File: src/rtl/mem_arb_pkg.sv
// ---------------------------------------------------------------------------
// mem_arb_pkg
// Shared types and constants for the unified-memory arbiter that sits between
// the multicycle RISC-V core (port 0) and the DMA / program loader (port 1).
//   arb_state_t : arbiter FSM states (IDLE -> ACCESS -> RESP)
//   PORT_CPU    : index of the core port
//   PORT_DMA    : index of the DMA / loader port
//   mem_req_t   : one latched memory request (we, addr, wdata)
// ---------------------------------------------------------------------------
package mem_arb_pkg;

    localparam int MEM_ADDR_W = 32;
    localparam int MEM_DATA_W = 32;

    localparam logic PORT_CPU = 1'b0;
    localparam logic PORT_DMA = 1'b1;

    typedef enum logic [1:0] {
        IDLE   = 2'd0,
        ACCESS = 2'd1,
        RESP   = 2'd2
    } arb_state_t;

    typedef struct packed {
        logic                  we;
        logic [MEM_ADDR_W-1:0] addr;
        logic [MEM_DATA_W-1:0] wdata;
    } mem_req_t;

endpackage

File: src/rtl/rr_pick2.sv
// ---------------------------------------------------------------------------
// rr_pick2
// Purely combinational two-way picker used by mem_arbiter.
// A valid lock keeps the grant with the locking port as long as that port is
// still requesting; otherwise a tie goes to the port that did not own the
// bus last, and a single requester always wins.
// Ports:
//   i_req[1:0]   requests that are eligible this cycle
//   i_lastOwner  port that received the most recent grant
//   i_lockOwner  port currently holding a lock
//   i_lockOk     lock is active and still below its re-grant limit
//   o_grant      winning port index
//   o_valid      at least one eligible request
// ---------------------------------------------------------------------------
module rr_pick2
    import mem_arb_pkg::*;
(
    input  logic [1:0] i_req,
    input  logic       i_lastOwner,
    input  logic       i_lockOwner,
    input  logic       i_lockOk,
    output logic       o_grant,
    output logic       o_valid
);

    // Lock overrides round-robin; otherwise alternate on ties.
    always_comb begin
        o_valid = |i_req;
        o_grant = PORT_CPU;
        if (i_lockOk && i_req[i_lockOwner]) begin
            o_grant = i_lockOwner;
        end else if (&i_req) begin
            o_grant = ~i_lastOwner;
        end else if (i_req[PORT_DMA]) begin
            o_grant = PORT_DMA;
        end else begin
            o_grant = PORT_CPU;
        end
    end

endmodule

File: src/rtl/mem_arbiter.sv
// ---------------------------------------------------------------------------
// mem_arbiter
// Shares one unified instruction/data memory between the core (port 0) and a
// DMA / program loader (port 1). A granted request is latched, presented to
// memory for exactly one cycle, and acknowledged the cycle after, so one
// access completes every two cycles when requests are back to back.
// Parameters:
//   ADDR_W    byte address width
//   DATA_W    data width
//   LOCK_MAX  max consecutive locked re-grants before the other port gets in
// Ports:
//   i_clk              system clock, rising edge
//   i_reset            synchronous, active-low reset
//   i_p_req[1:0]       per-port request, held until acknowledged
//   i_p_we[1:0]        per-port write enable
//   i_p_lock[1:0]      per-port bus-lock request
//   i_p_addr[2]        per-port address
//   i_p_wdata[2]       per-port write data
//   o_p_ack[1:0]       one-cycle completion pulse
//   o_p_rdata          read data, valid with the ack of a read
//   o_mem_we           memory write enable
//   o_mem_addr         memory address
//   o_mem_wdata        memory write data
//   i_mem_rdata        memory read data (combinational read)
// ---------------------------------------------------------------------------
module mem_arbiter
    import mem_arb_pkg::*;
#(
    parameter int ADDR_W   = MEM_ADDR_W,
    parameter int DATA_W   = MEM_DATA_W,
    parameter int LOCK_MAX = 8
) (
    input  logic              i_clk,
    input  logic              i_reset,
    input  logic [1:0]        i_p_req,
    input  logic [1:0]        i_p_we,
    input  logic [1:0]        i_p_lock,
    input  logic [ADDR_W-1:0] i_p_addr  [2],
    input  logic [DATA_W-1:0] i_p_wdata [2],
    output logic [1:0]        o_p_ack,
    output logic [DATA_W-1:0] o_p_rdata,
    output logic              o_mem_we,
    output logic [ADDR_W-1:0] o_mem_addr,
    output logic [DATA_W-1:0] o_mem_wdata,
    input  logic [DATA_W-1:0] i_mem_rdata
);

    localparam int             CNT_W      = $clog2(LOCK_MAX + 1);
    localparam logic [CNT_W-1:0] LOCK_LIMIT = CNT_W'(LOCK_MAX);

    arb_state_t        r_state;
    logic              r_owner;
    logic              r_lastOwner;
    logic              r_lock;
    logic [CNT_W-1:0]  r_lockCnt;
    logic              r_memWe;
    logic [ADDR_W-1:0] r_memAddr;
    logic [DATA_W-1:0] r_memWdata;
    logic [DATA_W-1:0] r_rdata;
    logic [1:0]        r_ack;

    logic              w_inResp;
    logic [1:0]        w_arbReq;
    logic              w_lockOk;
    logic              w_grant;
    logic              w_valid;

    assign w_inResp = (r_state == RESP);

    // While responding, the owner is still holding the request it is being
    // acked for. That request only counts again if the owner asked for a
    // lock; otherwise it competes from the next arbitration on.
    always_comb begin
        w_arbReq = i_p_req;
        if (w_inResp && !r_lock) begin
            w_arbReq[r_owner] = 1'b0;
        end
    end

    // A lock may only be honoured from RESP, and only until the locked
    // owner has used up its consecutive re-grants. Past the limit the owner
    // still competes, so it keeps the bus if the other port is quiet.
    assign w_lockOk = w_inResp && r_lock && (r_lockCnt < LOCK_LIMIT);

    rr_pick2 u_pick (
        .i_req       (w_arbReq),
        .i_lastOwner (r_lastOwner),
        .i_lockOwner (r_owner),
        .i_lockOk    (w_lockOk),
        .o_grant     (w_grant),
        .o_valid     (w_valid)
    );

    // Arbiter FSM with registered memory-side and port-side outputs.
    // IDLE and RESP share the arbitration path, which is what makes
    // back-to-back accesses possible directly out of RESP. The lock counter
    // only advances on a locked re-grant to the same owner and clears on
    // every other latch.
    always_ff @(posedge i_clk) begin
        if (!i_reset) begin
            r_state     <= IDLE;
            r_owner     <= PORT_CPU;
            r_lastOwner <= PORT_DMA;
            r_lock      <= 1'b0;
            r_lockCnt   <= '0;
            r_memWe     <= 1'b0;
            r_memAddr   <= '0;
            r_memWdata  <= '0;
            r_rdata     <= '0;
            r_ack       <= '0;
        end else begin
            unique case (r_state)
                IDLE, RESP: begin
                    r_ack <= '0;
                    if (w_valid) begin
                        if (w_inResp && r_lock && (w_grant == r_owner)) begin
                            if (r_lockCnt != LOCK_LIMIT) begin
                                r_lockCnt <= r_lockCnt + CNT_W'(1);
                            end
                        end else begin
                            r_lockCnt <= '0;
                        end
                        r_owner     <= w_grant;
                        r_lastOwner <= w_grant;
                        r_lock      <= i_p_lock[w_grant];
                        r_memWe     <= i_p_we[w_grant];
                        r_memAddr   <= i_p_addr[w_grant];
                        r_memWdata  <= i_p_wdata[w_grant];
                        r_state     <= ACCESS;
                    end else begin
                        r_state <= IDLE;
                    end
                end
                ACCESS: begin
                    r_rdata <= i_mem_rdata;
                    r_memWe <= 1'b0;
                    r_ack   <= (r_owner == PORT_DMA) ? 2'b10 : 2'b01;
                    r_state <= RESP;
                end
                default: begin
                    r_memWe <= 1'b0;
                    r_ack   <= '0;
                    r_state <= IDLE;
                end
            endcase
        end
    end

    assign o_p_ack     = r_ack;
    assign o_p_rdata   = r_rdata;
    assign o_mem_we    = r_memWe;
    assign o_mem_addr  = r_memAddr;
    assign o_mem_wdata = r_memWdata;

endmodule
File: config.mk
export PLATFORM = sky130hd
export DESIGN_NAME = mem_arbiter
export DESIGN_NICKNAME = d
export VERILOG_FILES = /design/src/rtl/mem_arb_pkg.sv /design/src/rtl/rr_pick2.sv /design/src/rtl/mem_arbiter.sv
export SDC_FILE = /design/constraint.sdc
export NUM_CORES = 1
export LEC_CHECK = 0
export ABC_AREA = 0
export BUFFER_PORTS_ARGS = -buffer_cell sky130_fd_sc_hd__buf_2
export CAP_MARGIN = 20
export CORE_MARGIN = 3
export CORE_UTILIZATION = 40
export CTS_CLUSTER_DIAMETER = 200
export DETAILED_ROUTE_END_ITERATION = 12
export PLACE_DENSITY = 0.75
export SLEW_MARGIN = 10
export SYNTH_ARGS = -nofsm -noshare
export SYNTH_HDL_FRONTEND = slang
export SYNTH_HIERARCHICAL = 1
export SYNTH_SLANG_ARGS = --single-unit
export TNS_END_PERCENT = 10
File: constraint.sdc
create_clock -name i_clk -period 5.35 [get_ports i_clk]
set_input_delay 1.07 -clock i_clk [delete_from_list [all_inputs] [get_ports i_clk]]
set_output_delay 1.07 -clock i_clk [all_outputs]
set_load 0.03 [all_outputs]
# == Word-level counts from Yosys, hierarchy flattened ==
# Cells that the tools add are included.
# word_totals
reg_bits,108
input_bits,168
output_inout_bits,99
# classes
addsub,1
magnitude_cmp,5
n_eq_ne,5
n_mux,23
bitwise_logic,4
reduce_logical,15
# ops
cell,count
$mux W32,6
$mux W1,11
$mux W4,2
$reduce_and A2 Y1,4
$logic_and A1 B1 Y1,6
$add A4 B1 Y4 const B,1
$lt A1 B2 Y1 const B,2
$lt A4 B4 Y1 const B,1
$mux W2,2
$ne A4 B4 Y1 const B,1
$pmux W2 S2,1
$reduce_or A2 Y1,2
$reduce_and A3 Y1,1
$and A2 B2 Y2,1
$eq A2 B1 Y1 const B,1
$eq A2 B2 Y1 const B,1
$ge A2 B2 Y1 const B,1
$logic_not A2 Y1,1
$ne A2 B1 Y1 const B,1
$not A1 Y2,1
$not A2 Y2,1
$demux W1 S1,1
$eq A1 B1 Y1,1
$ge A1 B1 Y1 const B,1
2 further kinds,2

# == Longest topological paths before layout ==
# Gate-level depths: netlist (run 1).
# logic_depth
depth_word,15
depth_mapped,10

# == Modules after synthesis ==
# The synthesis (run 1) kept the hierarchy.
# modules_own_cells
mod,n_inst,cells_per_inst,area_per_inst_um2,seq_area_each_um2
mem_arbiter,1,488,4470.5,2162.1
rr_pick2,1,4,27.5,0.0

# == Least setup slack after synthesis (run 1) ==
# Ideal clock, no wire load.
# synth_path
path_kind,input port to flip-flop
startpoint,input i_p_req[1]
endpoint,register r_lockCnt[3]
setup_ps,117
arrival_ps,2249
required_ps,5233
path_slack_ps,2984
stages,7
n_path_buf,2
path_cell_list,a21boi_0 or2_2 nor2b_1 buf_2 buf_4 and3_1 a22o_1
# synth_via
elab_cells_between_ends,15
classes_between,eq/ne: 2; mux: 7; bitwise: 1; reduce/logical: 5
# synth_rtl
item,line_no,source
"start, declared",mem_arbiter.sv:35,"input logic [1:0] i_p_req,"
$and A2 B2 Y2 (no line),--,
$mux W2 *,mem_arbiter.sv:75,if (w_inResp && !r_lock) begin
$reduce_or A2 Y1 *,rr_pick2.sv:28,o_valid = |i_req;
via w_valid,mem_arbiter.sv:66,logic w_valid;
$reduce_and A3 Y1 (no line) *,--,
"end signal, assigned",mem_arbiter.sv:118,r_lockCnt <= r_lockCnt + CNT_W'(1);
"end, declared",mem_arbiter.sv:55,logic [CNT_W-1:0] r_lockCnt;
# Mark *: on every way through the listed nets, which the timed path passes. The rest lies on a longest branch. The select of a mux whose other input is x is not followed.
# A chain may end at the register's enable or synchronous reset.

# == Final worst setup path (run 1) ==
# layout_path
startpoint,input i_p_req[1]
endpoint,register r_lockCnt[1]
# layout_via
elab_cells_between_ends,15
classes_between,eq/ne: 2; mux: 7; bitwise: 1; reduce/logical: 5
# layout_rtl
item,line_no,source
$and A2 B2 Y2 (no line),--,
$mux W2 *,mem_arbiter.sv:75,
via w_arbReq[1],mem_arbiter.sv:63,logic [1:0] w_arbReq;
$reduce_or A2 Y1 *,rr_pick2.sv:28,
via w_valid,mem_arbiter.sv:66,
$reduce_and A3 Y1 (no line) *,--,
# Marked as above.

==> results.cfg, run 1 <==
[synth]
synth_area_leaders = dfxtp_1, mux2i_1, a211oi_1
synth_area_leader_cell = dfxtp_1
synth_edf_count = 0
async_reset_ff_share_pct = 0
synth.distinct_cells = 35
synth_ff_type = dfxtp_1
ys_warn_count = 6
synth_area_um2 = 4500
synth_top_cell_area_share_pct = 48.1
synthTopCellsByCount = dfxtp_1, nor2_1, mux2i_1, nand2_1, a211oi_1
synth.most_common_cell = dfxtp_1
synth_area_per_cell_um2 = 9.14
synth.net_count = 662
ys_seq_area_share_pct = 48.1
netlist_instances = 492
ys_seq_elements = 108

[power]
p_leak_uw = 0.00302
power_density_nw_per_um2 = 340
peakVddDrop_mv = 0.168

[place]
port-buffer-count = 266
dp_hpwl_um = 9450
gp_congestion = 0.835

[clock_network]
ctsHoldBuffers = 0
postCtsSetupBuffers = 0
cts.path.max_buffers = 2
cts_resized = 0
cts_tree = yes
clock_latency_ps = 330
cts.sinks = 108
h-tree-depth = 3
cts.clk_slew.worst_paths_ps = 70
clockRootBuffer = clkbuf_16
cts-buffers-inserted = 9

[die]
core_um2 = 10900
io_pins = 267
fp.dieArea_um2 = 12600
die_height_um = 112
die_x_um = 112
rows = 38
start_util_pct = 41.1

[final_layout]
syn_to_final_growth_pct = 38.5
final_nets = 904
drive_above_1_share_pct = 39.8
antenna_cells = 0

[timing]
finClkSkew_ps = 4.31
clock.fmax_ghz = 0.363
timing.hold.ws_ps = 452
finalSetupViolations = 0
final-hold-violation-count = 0
fin_tns_setup_ps = 0
slew_headroom_pct = 52.7
rsz0062_at_grt = no
maxSlewViolCount = 0
tightest_slew_ps = 710
min_period_over_period_pct = 51.5
period_needed_ps = 2750

[worst_setup_path]
cp-end-kind = register
r2r_cells = 8
cp_max_fo = 47
path_class = primary input to register
arrival_ps = 3010
required_ps = 5610
cp-start-kind = primary input

[global_routing]
use_met3_pct = 3.94
grt_pass1_vias = 4213
grt-ovfl-total = 0
track_usage_pct = 18.8
grt_pass1_wl_um = 19500
use_met1_pct = 22.0
busiest_layer = met2
grtUsageMet2_pct = 33.8
antenna_found_initial = 0
grt_max_degree = 67

[route]
ant_nets = 0
drtIter0Drc = 283
first_pass_iters = 4
via_per_inst = 4.95
remaining_drc_errors = 0
routed_wl_um = 12400
wire_per_inst_um = 14.1
vias = 4352

[min_path]
worstHoldPathType = register to register
hold_depth = 2

[outcome]
outcome = finished, final reports clean

[flow_run]
maxCapViolations = 0
[worst max-delay path: stages]
cell       delay [ps]
buf_2              80
a21boi_0          230
or2_2             200
nor2b_4           520
buf_4             490
o2111ai_1         220
o22ai_1           190
[kinds of logic after synthesis]
group | count (synthesis) | share of synthesized area, %
AND/OR/NAND/NOR | 157 | 14.4
flip-flops | 108 | 48.1
XOR/XNOR | 1 | 0.195
multiplexers | 68 | 15.1
AO/OA/AOI/OAI | 109 | 16.5
adder cells (fa/ha/maj) | 2 | 0.556
buffers and inverters | 47 | 5.17
[power breakdown]
| part | leakage, uW | internal, uW | switching (uW) |
|---|---|---|---|
| logic | 0.00197 | 183 | 322 |
| clock network | 0.000157 | 411 | 287 |
| registers | 0.000893 | 876 | 38.5 |
| total | 0.00302 | 1470 | 647 |
[layer usage]
layer / vias up / share of wire (%)
met4: 0 / 2.1
met1: 1914 / 40
met3: 25 / 8.1
met5: - / 0
li1: 2213 / -
met2: 200 / 50
[final cells by class]
type / instances / area (um^2)
Clock buffer: 10 / 229
Clock inverter: 6 / 87.6
Fill cell: 964 / 4710
Inverter: 5 / 18.8
Multi-Input combinational cell: 337 / 2130
Sequential cell: 108 / 2160
Tap cell: 140 / 175
Timing Repair Buffer: 273 / 1430
[through the flow]
stage / instance area [um^2] / setup slack, ps / cells / util, % / power (uW)
final: 6230 / 2600 / 879 / 57.0 / 2120
after global routing: 6230 / 2290 / 879 / 57.0 / 2220
after CTS: 6180 / 2630 / 877 / 56.5 / 2140
after detailed placement: 5860 / 2270 / 861 / 53.6 / 1430
after global placement: 5860 / 2330 / 861 / 53.6 / 1420
after floorplan: 4500 / 2980 / 492 / - / 1270
[cells in the final DEF, fill, tap and decap left out, types with 3 or more instances in the layout]
cell type	n
inv_1	4
clkbuf_16	9
nand3_1	3
dfxtp_1	108
buf_4	4
nor2_1	70
buf_2	266
a211oi_1	65
a21oi_1	34
mux2i_1	68
nand2_1	68
[registers in the layout, summed over array words and instances (netlist names)]
name         count
r_lock           1
r_state          2
o_p_ack          2
o_mem_addr      32
o_p_rdata       32
r_owner          1
r_lastOwner      1
o_mem_wdata     32
o_mem_we         1
r_lockCnt        4
[final timing paths]
| kind | to | slack, ps | startpoint |
|---|---|---|---|
| worst min register to register | o_p_rdata[13]$_SDFFE_PN0N_ | 450 | o_p_rdata[13]$_SDFFE_PN0N_ |
| worst max register to register | r_lockCnt[1]$_SDFFE_PN0P_ | 2660 | r_state[0]$_SDFF_PN0_ |
| worst min-delay path | o_p_rdata[13]$_SDFFE_PN0N_ | 450 | o_p_rdata[13]$_SDFFE_PN0N_ |
| worst max-delay path | r_lockCnt[1]$_SDFFE_PN0P_ | 2600 | i_p_req[1] |
No activity file was read; power rests on OpenSTA's default activity.
==> run 2, diff against run 1 <==
clock period = 2.7 ns   (was 5.35 ns; I/O delays follow)
==> run 2 against run 1 <==
  * Hold slack got worse by 17 ps
  * Core utilization rose by 0.79 points
  * Count of clock-buffer cells in the layout did not move
  * Register-to-register slack got worse by 2300 ps
  * Non-clock buffer count rose by 6
  * Critical path type is now register to register
  * Critical endpoint is now o_mem_wdata[25]$_SDFFE_PN0P_
  * Critical path depth rose by 2
  * Global-route usage rose by 0.12 points
==> results.cfg, run 2 (synthesis results as in run 1) <==
[clock_network]
cts.clk_slew.worst_paths_ps = 70
cts.path.max_buffers = 2
cts_tree = yes
cts.sinks = 108
h-tree-depth = 3
clockRootBuffer = clkbuf_16
ctsHoldBuffers = 0
clock_latency_ps = 330
cts-buffers-inserted = 9

[final_layout]
fillerInstances = 958
final-seq-area_um2 = 2160
multi_input_comb_area_um2 = 2120
drive_above_1_share_pct = 40.3
final_common_cell = buf_2
postLayoutCellArea_um2 = 6310
final_nets = 910
antenna_cells = 0
stdcell_count = 885
syn_to_final_growth_pct = 40.4
layout_common_cells = buf_2, dfxtp_1, nor2_1

[place]
dp_cells = 864
dp_hpwl_um = 9580
postPlaceCellArea_um2 = 5950
pre_cts_ws_ps = 366
port-buffer-count = 266
gp_congestion = 0.809

[route]
routed_wl_um = 12400
wl_met1_um = 5130
ant_nets = 0
via_per_inst = 4.93
vias = 4365
wire_per_inst_um = 14.0
drtIter0Drc = 217
dr_wl_met2_um = 6060
first_pass_iters = 4
topRoutingLayerUsed = met4
routed-wl-met3_um = 1010
remaining_drc_errors = 0

[die]
start_util_pct = 41.1
rows = 38
die_height_um = 112
core_um2 = 10900
io_pins = 267
die_x_um = 112
fp.dieArea_um2 = 12600

[global_routing]
track_usage_pct = 18.9
grt_pass1_wl_um = 19800
grt-ovfl-total = 0
antenna_found_initial = 0
grt_max_degree = 69
grt_pass1_vias = 4320

[power]
pwr-share-comb_pct = 24.4
p_leak_uw = 0.00306
clock_power_share_pct = 32.4
p_int_uw = 2880
power.share.switching_pct = 31.4
seqPwrFrac_pct = 43.3
peakVddDrop_mv = 0.374
power_density_nw_per_um2 = 664
p_switching_uw = 1320

[timing]
tightest_slew_ps = 464
maxSlewViolCount = 0
period_needed_ps = 2300
min_period_over_period_pct = 85.3
finClkSkew_ps = 7.46
final-hold-violation-count = 0
rsz0062_at_grt = no
timing.hold.ws_ps = 435
slew_headroom_pct = 68.8
clock.fmax_ghz = 0.434
timing.final.ws_setup_ps = 397
fin_tns_setup_ps = 0
finalSetupViolations = 0

[worst_setup_path]
cp_max_fo = 52
required_ps = 2940
path_class = register to register
cp-end-kind = register
cp-start-kind = register
arrival_ps = 2550

[outcome]
outcome = finished, final reports clean

[min_path]
worstHoldPathType = primary input to register

[flow_run]
maxCapViolations = 0
==> run 2: power groups by stage <==
stage	registers (uW)	logic [uW]	clock network (uW)
floorplan	2110	399	0
global placement	1850	987	0
detailed placement	1850	1010	0
CTS	1810	1020	1390
global route	1830	1110	1450
finish	1810	1020	1360
==> run 2: worst paths after layout <==
path / cells past startpoint / slack [ps] / end / startpoint
worst max-delay path: 9 / 400 / o_mem_wdata[25]$_SDFFE_PN0P_ / r_state[0]$_SDFF_PN0_
worst min-delay path: 3 / 430 / o_p_rdata[26]$_SDFFE_PN0N_ / i_mem_rdata[26]
worst max register to register: 9 / 400 / o_mem_wdata[25]$_SDFFE_PN0P_ / r_state[0]$_SDFF_PN0_
worst min register to register: 2 / 450 / o_p_rdata[1]$_SDFFE_PN0N_ / o_p_rdata[1]$_SDFFE_PN0N_
==> run 2: metrics by stage <==
stage                     total power (uW)  util (%)
after CTS                             4220      57.3
after global routing                  4390      57.7
final                                 4190      57.7
after floorplan                       2510         -
after detailed placement              2860      54.5
after global placement                2830      54.3
==> run 2: area by class of cell <==
cell class / count / area share (%)
Clock inverter: 6 / 1.13
Timing Repair Buffer: 279 / 24.1
Tap cell: 140 / 2.77
Multi-Input combinational cell: 337 / 33.6
Inverter: 5 / 0.297
Sequential cell: 108 / 34.2
Clock buffer: 10 / 3.78
==> run 2: repair_timing <==
action | 4_1_cts | 5_1_grt
endpoints found under the setup margin | 0 | 6
gates resized for setup | 0 | 0
setup buffers | 0 | 5
==> run 2: per-layer routing <==
metal,up-vias,GRT usage [%]
met4,0,5.53
met3,12,4.69
met1,1956,22.0
met2,176,34.3
li1,2221,-
met5,-,0
==> run 2: worst max-delay path: stages (launching register included) <==
cell      delay [ps]
dfxtp_1          490
nand2b_1         200
nor2_1            50
a21boi_0         290
or2_2            220
nor2b_4          270
buf_12           160
buf_12           210
nor2_1            60
a211oi_1         240
==> run 3, diff against run 2 <==
CORE_ASPECT_RATIO = 1.2   (was not set)
==> run 3 against run 2 <==
  * Worst setup slack got worse by 30 ps
  * Via count grew 0.21%
  * Core utilization down 0.096 points
  * Critical endpoint is now r_lockCnt[1]$_SDFFE_PN0P_
  * Largest cell class unchanged
  * Highest routed layer unchanged
==> results.cfg, run 3 (synthesis results as in run 1) <==
[worst_setup_path]
cp_top_family = compound AO/OA/AOI/OAI gates
r2r_cells = 7
required_ps = 2950
path_class = register to register
cp_num_buf_inv = 0
cp-start-kind = register
slowest_delay_ps = 430
cp_max_fo = 9
arrival_ps = 2590
cp-end-kind = register
cp_num_cells = 7
regToRegSetupSlack_ps = 370
slowest_stage = xnor2_1
cp_cell_sequence = nand2b_1 > nor3b_1 > mux2i_1 > a21boi_4 > xnor2_1 > o2111ai_1 > o22ai_1

[clock_network]
h-tree-depth = 3
cts-buffers-inserted = 9
clockRootBuffer = clkbuf_16
clock_latency_ps = 340
ctsHoldBuffers = 0
cts.sinks = 108
cts.clk_slew.worst_paths_ps = 70
cts.path.max_buffers = 2
postCtsSetupBuffers = 0
cts_resized = 0
cts_tree = yes

[flow_run]
maxCapViolations = 0

[power]
p_int_uw = 2840
seqPwrFrac_pct = 44.4
pwr-share-comb_pct = 24.4
power.share.switching_pct = 30.5
clock_power_share_pct = 31.2
p_switching_uw = 1250
p_leak_uw = 0.00301
peakVddDrop_mv = 0.288
power_density_nw_per_um2 = 661

[die]
die_height_um = 122
start_util_pct = 42.0
die_x_um = 103
rows = 41
io_pins = 267
fp.dieArea_um2 = 12600
core_um2 = 10700

[place]
dp_hpwl_um = 9920
postPlaceCellArea_um2 = 5900
port-buffer-count = 266
dp_cells = 853
gp_congestion = 0.847

[global_routing]
grt_pass1_wl_um = 19700
grt_pass1_vias = 4218
grt_max_degree = 79
track_usage_pct = 19.6
grt-ovfl-total = 0
antenna_found_initial = 0

[timing]
finClkSkew_ps = 12.1
period_needed_ps = 2330
final-hold-violation-count = 0
fin_tns_setup_ps = 0
slew_headroom_pct = 59.2
timing.hold.ws_ps = 447
rsz0062_at_grt = no
finalSetupViolations = 0
min_period_over_period_pct = 86.4
clock.fmax_ghz = 0.429
tightest_slew_ps = 611
maxSlewViolCount = 0

[route]
ant_nets = 0
remaining_drc_errors = 0
wire_per_inst_um = 14.7
first_pass_iters = 4
drtIter0Drc = 100
via_per_inst = 5.04
vias = 4374
routed_wl_um = 12800

[final_layout]
layout_common_cells = buf_2, dfxtp_1, nor2_1
syn_to_final_growth_pct = 37.4
drive_above_1_share_pct = 39.4
fillerInstances = 954
stdcell_count = 868
final_nets = 905
final_common_cell = buf_2
postLayoutCellArea_um2 = 6180
antenna_cells = 0

[min_path]
worstHoldPathType = primary input to register
hold_depth = 3

[outcome]
outcome = finished, final reports clean
[run 3: worst min-delay path: stages]
cell     delay (ps)
buf_2           100
nand2_1          50
a21oi_1          50
[run 3: worst paths after layout]
kind	endpoint	start
worst min-delay path	o_p_rdata[6]$_SDFFE_PN0N_	i_mem_rdata[6]
worst max-delay path	r_lockCnt[1]$_SDFFE_PN0P_	r_state[0]$_SDFF_PN0_
worst min register to register	o_p_rdata[12]$_SDFFE_PN0N_	o_p_rdata[12]$_SDFFE_PN0N_
worst max register to register	r_lockCnt[1]$_SDFFE_PN0P_	r_state[0]$_SDFF_PN0_
[run 3: area by class of cell]
class	count	area (um^2)	share of cell area [%]
Tap cell	129	161	2.61
Clock inverter	2	35.0	0.567
Timing Repair Buffer	274	1430	23.1
Multi-Input combinational cell	337	2120	34.4
Clock buffer	13	250	4.05
Sequential cell	108	2160	35.0
Inverter	5	18.8	0.304
[run 3: power groups by stage]
stage          registers (uW)  clock network, uW  logic, uW
2_1_floorplan            2110                  0        399
3_3_place_gp             1850                  0        984
3_5_place_dp             1850                  0       1010
4_1_cts                  1820               1310       1010
5_1_grt                  1830               1370       1080
6_report                 1810               1270        999
[run 3: per-layer routing]
layer,vias to the layer above,wire length [um],part of all wire [%],global-route usage (%)
met2,199,6360,50,35.1
li1,2222,-,-,-
met1,1935,5200,41,22.7
met4,0,257,2.0,8.18
met5,-,0,0,0
met3,18,951,7.4,3.61
[run 3: stage by stage]
step           total power (uW)  util [%]  worst slack (ps)
3_5_place_dp               2860      55.0               450
5_1_grt                    4280      57.6               253
4_1_cts                    4140      57.6               415
6_report                   4090      57.6               367
3_3_place_gp               2830      55.0               539
2_1_floorplan              2510         -               794
